`src/rtl/button_event_unit.sv`:
```
// N-channel push-button front end: synchronise, debounce and classify each raw
// input into press / release / long-press / long-release / auto-repeat pulses.
module button_event_unit #(
  parameter int unsigned N_BTN         = 5,
  parameter int unsigned DBNC_MAX      = 20'hFFFFF,
  parameter int unsigned LONG_CNT      = 32'h0100_0000,
  parameter int unsigned REPEAT_DELAY  = 32'h0080_0000,
  parameter int unsigned REPEAT_PERIOD = 32'h0010_0000,
  parameter bit          ACTIVE_LOW    = 1'b0
) (
  input  logic             clk,
  input  logic             resetn,
  input  logic [N_BTN-1:0] btn_raw,
  input  logic [N_BTN-1:0] repeat_en,
  output logic [N_BTN-1:0] level,
  output logic [N_BTN-1:0] press,
  output logic [N_BTN-1:0] release_evt,
  output logic [N_BTN-1:0] long_press,
  output logic [N_BTN-1:0] long_release,
  output logic [N_BTN-1:0] repeat_evt
);

  localparam int unsigned RPT_MAX = (REPEAT_DELAY > REPEAT_PERIOD) ? REPEAT_DELAY : REPEAT_PERIOD;
  localparam int DW = (DBNC_MAX > 0) ? $clog2(DBNC_MAX + 1) : 1;
  localparam int HW = (LONG_CNT > 0) ? $clog2(LONG_CNT + 1) : 1;
  localparam int RW = (RPT_MAX > 0) ? $clog2(RPT_MAX + 1) : 1;

  localparam logic [DW-1:0] DBNC_V = DW'(DBNC_MAX);
  localparam logic [HW-1:0] LONG_V = HW'(LONG_CNT);
  localparam logic [RW-1:0] RDLY_V = RW'(REPEAT_DELAY);
  localparam logic [RW-1:0] RPER_V = RW'(REPEAT_PERIOD);

  typedef enum logic {
    RPT_DELAY  = 1'b0,
    RPT_PERIOD = 1'b1
  } rpt_phase_t;

  logic [N_BTN-1:0] sync1;
  logic [N_BTN-1:0] sync2;

  always_ff @(posedge clk) begin
    if (!resetn) begin
      sync1 <= '0;
      sync2 <= '0;
    end else begin
      sync1 <= btn_raw ^ {N_BTN{ACTIVE_LOW}};
      sync2 <= sync1;
    end
  end

  for (genvar i = 0; i < N_BTN; i++) begin : g_ch
    logic [DW-1:0] dbnc_q, dbnc_d;
    logic [HW-1:0] hold_q, hold_d;
    logic [RW-1:0] rpt_q, rpt_d, rpt_inc;
    rpt_phase_t    phase_q, phase_d;
    logic          long_q, long_d;
    logic          level_q, level_d;
    logic          press_q, press_d;
    logic          rel_q, rel_d;
    logic          lp_q, lp_d;
    logic          lr_q, lr_d;
    logic          fire_q, fire_d;

    assign rpt_inc = rpt_q + RW'(1);

    // The repeat schedule free-runs while held; repeat_en only masks the output.
    always_comb begin
      dbnc_d  = dbnc_q;
      level_d = level_q;
      hold_d  = hold_q;
      rpt_d   = rpt_q;
      phase_d = phase_q;
      long_d  = long_q;
      press_d = 1'b0;
      rel_d   = 1'b0;
      lp_d    = 1'b0;
      lr_d    = 1'b0;
      fire_d  = 1'b0;

      if (sync2[i]) begin
        if (dbnc_q == DBNC_V) level_d = 1'b1;
        else                  dbnc_d  = dbnc_q + DW'(1);
      end else begin
        if (dbnc_q == '0) level_d = 1'b0;
        else              dbnc_d  = dbnc_q - DW'(1);
      end

      if (level_d && !level_q) begin
        press_d = 1'b1;
        hold_d  = '0;
        rpt_d   = '0;
        phase_d = RPT_DELAY;
      end else if (!level_d && level_q) begin
        rel_d   = 1'b1;
        lr_d    = long_q;
        long_d  = 1'b0;
        hold_d  = '0;
        rpt_d   = '0;
        phase_d = RPT_DELAY;
      end else if (level_q) begin
        if (hold_q != LONG_V) begin
          hold_d = hold_q + HW'(1);
          if (hold_d == LONG_V) begin
            lp_d   = 1'b1;
            long_d = 1'b1;
          end
        end
        if (phase_q == RPT_DELAY) begin
          if (rpt_inc == RDLY_V) begin
            fire_d  = 1'b1;
            rpt_d   = '0;
            phase_d = RPT_PERIOD;
          end else begin
            rpt_d = rpt_inc;
          end
        end else begin
          if (rpt_inc == RPER_V) begin
            fire_d = 1'b1;
            rpt_d  = '0;
          end else begin
            rpt_d = rpt_inc;
          end
        end
      end
    end

    always_ff @(posedge clk) begin
      if (!resetn) begin
        dbnc_q  <= '0;
        hold_q  <= '0;
        rpt_q   <= '0;
        phase_q <= RPT_DELAY;
        long_q  <= 1'b0;
        level_q <= 1'b0;
        press_q <= 1'b0;
        rel_q   <= 1'b0;
        lp_q    <= 1'b0;
        lr_q    <= 1'b0;
        fire_q  <= 1'b0;
      end else begin
        dbnc_q  <= dbnc_d;
        hold_q  <= hold_d;
        rpt_q   <= rpt_d;
        phase_q <= phase_d;
        long_q  <= long_d;
        level_q <= level_d;
        press_q <= press_d;
        rel_q   <= rel_d;
        lp_q    <= lp_d;
        lr_q    <= lr_d;
        fire_q  <= fire_d;
      end
    end

    assign level[i]        = level_q;
    assign press[i]        = press_q;
    assign release_evt[i]  = rel_q;
    assign long_press[i]   = lp_q;
    assign long_release[i] = lr_q;
    assign repeat_evt[i]   = fire_q & repeat_en[i];
  end

endmodule

```
`config.mk`:
```
export PLATFORM = sky130hd
export DESIGN_NAME = button_event_unit
export DESIGN_NICKNAME = d
export VERILOG_FILES = /design/src/rtl/button_event_unit.sv
export SDC_FILE = /design/constraint.sdc
export NUM_CORES = 1
export LEC_CHECK = 0
export CORE_MARGIN = 5
export CORE_UTILIZATION = 25
export DETAILED_ROUTE_END_ITERATION = 10
export HOLD_SLACK_MARGIN = 0.02
export PLACE_DENSITY = 0.5
export SETUP_SLACK_MARGIN = 0.15
export SLEW_MARGIN = 30
export SYNTH_ARGS = -nofsm -noshare
export SYNTH_HDL_FRONTEND = slang
export SYNTH_SLANG_ARGS = --single-unit
```
`constraint.sdc`:
```
create_clock -name clk -period 4.03 [get_ports clk]
set_input_delay 0.806 -clock clk [delete_from_list [all_inputs] [get_ports clk]]
set_output_delay 0.806 -clock clk [all_outputs]
set_load 0.03 [all_outputs]
```
==> results.yml <==
sta:
  finalCriticalPeriod_ns: 3.322
  hold_slack_ns: 0.4374
  timing.final.crit_share_pct: 82.44
  rsz0062_at_grt: "false"
  worstMarginPinSlew_ns: 0.8845
  finalHoldViolCount: 0
  skew_ns: 0.02447
  maxSlewViolCount: 0
  finalSetupViolCount: 0
  max_freq_mhz: 301.0
  slew_headroom_pct: 41.03
  fin_setup_tns_ns: 0
yosys:
  yosysUniqueCellTypes: 83
  yosysTopAreaCell: "dfxtp_1"
  synth-edff-count: 0
  ys_seq_area_share_pct: 32.90
  avgSynthCellArea_um2: 7.988
  synth-seq-cells: 395
  yosysTopAreaCellShare_pct: 32.90
  synth_top_flop_cell: "dfxtp_1"
  syn_nets: 3144
  synthCells: 3009
  synthTopCellsByArea: "dfxtp_1 33%, xor2_1 8.1%, ha_1 6.1%"
  ys_warn_count: 0
  netlist_area_um2: 24040
  synth-async-reset-ratio_pct: 0
setup_path:
  cpMostUsedCell: "a21oi_1"
  crit_arrival_ns: 3.77
  cp_cell_sequence: "inv_1 -> fa_1 -> a21o_1 -> a21oi_1 -> o21ai_0 -> a211oi_1 -> o41ai_1 -> a221oi_1 -> xor2_1 -> a21oi_1"
  critPathKind: "flip-flop to flip-flop"
  cp_max_fo: 19
  cpPeakStageDelay_ns: 0.58
  cp.required_ns: 4.48
  path_buf_inv: 1
  end_kind: "flip-flop"
  crit_family: "compound AO/OA/AOI/OAI gates"
  slowest_stage: "fa_1"
  crit_path_start_kind: "flip-flop"
drt:
  wl_per_cell_um: 12.93
  routed_wl_um: 55130
  postRouteAntennaNets: 0
  vias: 20160
  drt_first_pass_iters: 5
  routed_via_density: 4.730
  route.detailed.drc: 0
  drt_iter0_drc: 1019
pwr:
  ir_worst_vdd_mv: 0.3400
  power_density_nw_per_um2: 514.1
  p_leak_nw: 9.753
  power_mw: 14.02
clocking:
  cts.path.max_buffers: 3
  numCtsBuffers: 52
  clock-sinks: 395
  holdBufCountCts: 0
  cts_setup_buffers: 0
  htree_levels: 2
  cts_resized: 0
  cts.clk_slew.worst_paths_ns: 0.06
  cts-root-buf: "clkbuf_16"
  cts_tree: "yes"
  clkLatencyLatePin_ns: 0.61
die:
  start_util_pct: 25.26
  core-area_um2: 95150
  io_pins: 42
  dieHeight_um: 320.1
  die_x_um: 320.1
  dieArea_um2: 102400
  core.rowCount: 113
grt:
  antenna_found_initial: 1
  grt_pass1_vias: 19090
  grt_pass1_wl_um: 94710
  grt_max_degree: 36
  grt.overflow.total: 0
  grt_usage_pct: 10.48
run_status:
  outcome: "finished clean"
cells_and_area:
  area_delta_synth_final_pct: 13.45
  largest_reg_flops: 125
  regMostFlops: "g_ch.hold_q"
  final_cell_area_um2: 27270
  n_fill_cell: 10170
  nNetsFinal: 3094
  layout-drive-gt1-share_pct: 5.239
  top_regs: "g_ch.hold_q: 125 flops, g_ch.rpt_q: 120 flops, g_ch.dbnc_q: 100 flops"
  final_util_pct: 28.66
placed_design:
  place_hpwl_um: 38160
  io_buffers: 41
  placed_area_um2: 25490
  place_congestion: 0.7924
hold_path:
  holdCritPathClass: "flip-flop to flip-flop"
run:
  cap_violations: 0
## cells in the mapped netlist (9+ instances only)
cell / instances
dfxtp_1: 395
nor2_1: 362
nand2_1: 223
xor2_1: 222
a21oi_1: 210
nand3_1: 148
xnor2_1: 144
clkbuf_1: 132
ha_1: 118
nand4_1: 114
nor3_1: 96
inv_1: 81
o21ai_0: 73
nor4_1: 71
and3_1: 61
or3_1: 51
and2_1: 46
a31oi_1: 39
a21o_1: 33
and4_1: 32
buf_4: 25
a211oi_1: 23
mux2i_1: 20
o21a_1: 19
or4_1: 17
nand2b_1: 16
nor2b_1: 15
o211ai_1: 14
o31ai_1: 13
or2_2: 13
nor3b_1: 12
o21bai_1: 12
a2111oi_0: 11
a311oi_1: 9
## power breakdown
part / switching [mW] / leakage [nW] / internal, mW
combinational: 2.44 / 5.66 / 2.12
sequential: 0.345 / 3.21 / 4.33
clock: 1.83 / 0.877 / 2.95
## layout by cell type, fill, tap and decap left out, types with 20 or more instances in the layout
cell and instances:
dfxtp_1 395, nor2_1 362, nand2_1 223, xor2_1 222
a21oi_1 209, nand3_1 148, xnor2_1 144, ha_1 118
nand4_1 114, nor3_1 96, inv_1 81, o21ai_0 73
nor4_1 71, and3_1 61, clkbuf_16 52, or3_1 51
and2_1 46, clkdlybuf4s50_1 40, a31oi_1 39, buf_4 34
a21o_1 33, and4_1 32, a211oi_1 23, mux2i_1 20
## routing by layer
layer	global-route usage, %	routed length [µm]	vias to the layer above
li1	-	-	10630
met1	14.67	28170	9294
met2	16.64	24120	177
met3	1.790	1700	64
met4	2.995	1133	0
met5	0	0	-
## through the flow
step | worst slack (ns) | instances
final | 0.7077 | 4263
after floorplan | 1.014 | 3009
after detailed placement | 0.6263 | 4170
after global placement | 0.6522 | 4170
after global routing | 0.2647 | 4263
after CTS | 0.6077 | 4262
## final cells by class
cell class / instances / area, µm² / share of cell area [%]
repair buffers: 74 / 655.6 / 2.404
multi-input cells: 2355 / 15050 / 55.18
clock buffers: 73 / 1490 / 5.465
flip-flops and latches: 395 / 7908 / 29.00
inverters: 81 / 304.0 / 1.115
well taps: 1265 / 1583 / 5.805
clock inverters: 19 / 279.0 / 1.023
diodes: 1 / 2.502 / 0.009177
## cells by family after synthesis
group / synth area share [%]
and+or+nand+nor: 27.69
AOI/OAI and AO/OA: 14.03
DFF: 32.90
xor gates and xnor gates: 13.34
buffers and inverters: 4.555
adders and majority gates: 6.559
muxes: 0.9266
## path summary, 6_finish.rpt
| path | slack, ns | cells after the start | endpoint | start |
|---|---|---|---|---|
| max | 0.71 | 10 | g_ch[0].dbnc_q[18] | sync2[0] |
| min | 0.44 | 1 | sync2[1] | sync1[1] |
| max reg2reg | 0.71 | 10 | g_ch[0].dbnc_q[18] | sync2[0] |
| min reg2reg | 0.44 | 1 | sync2[1] | sync1[1] |
Power figures use the tool's default switching activity.
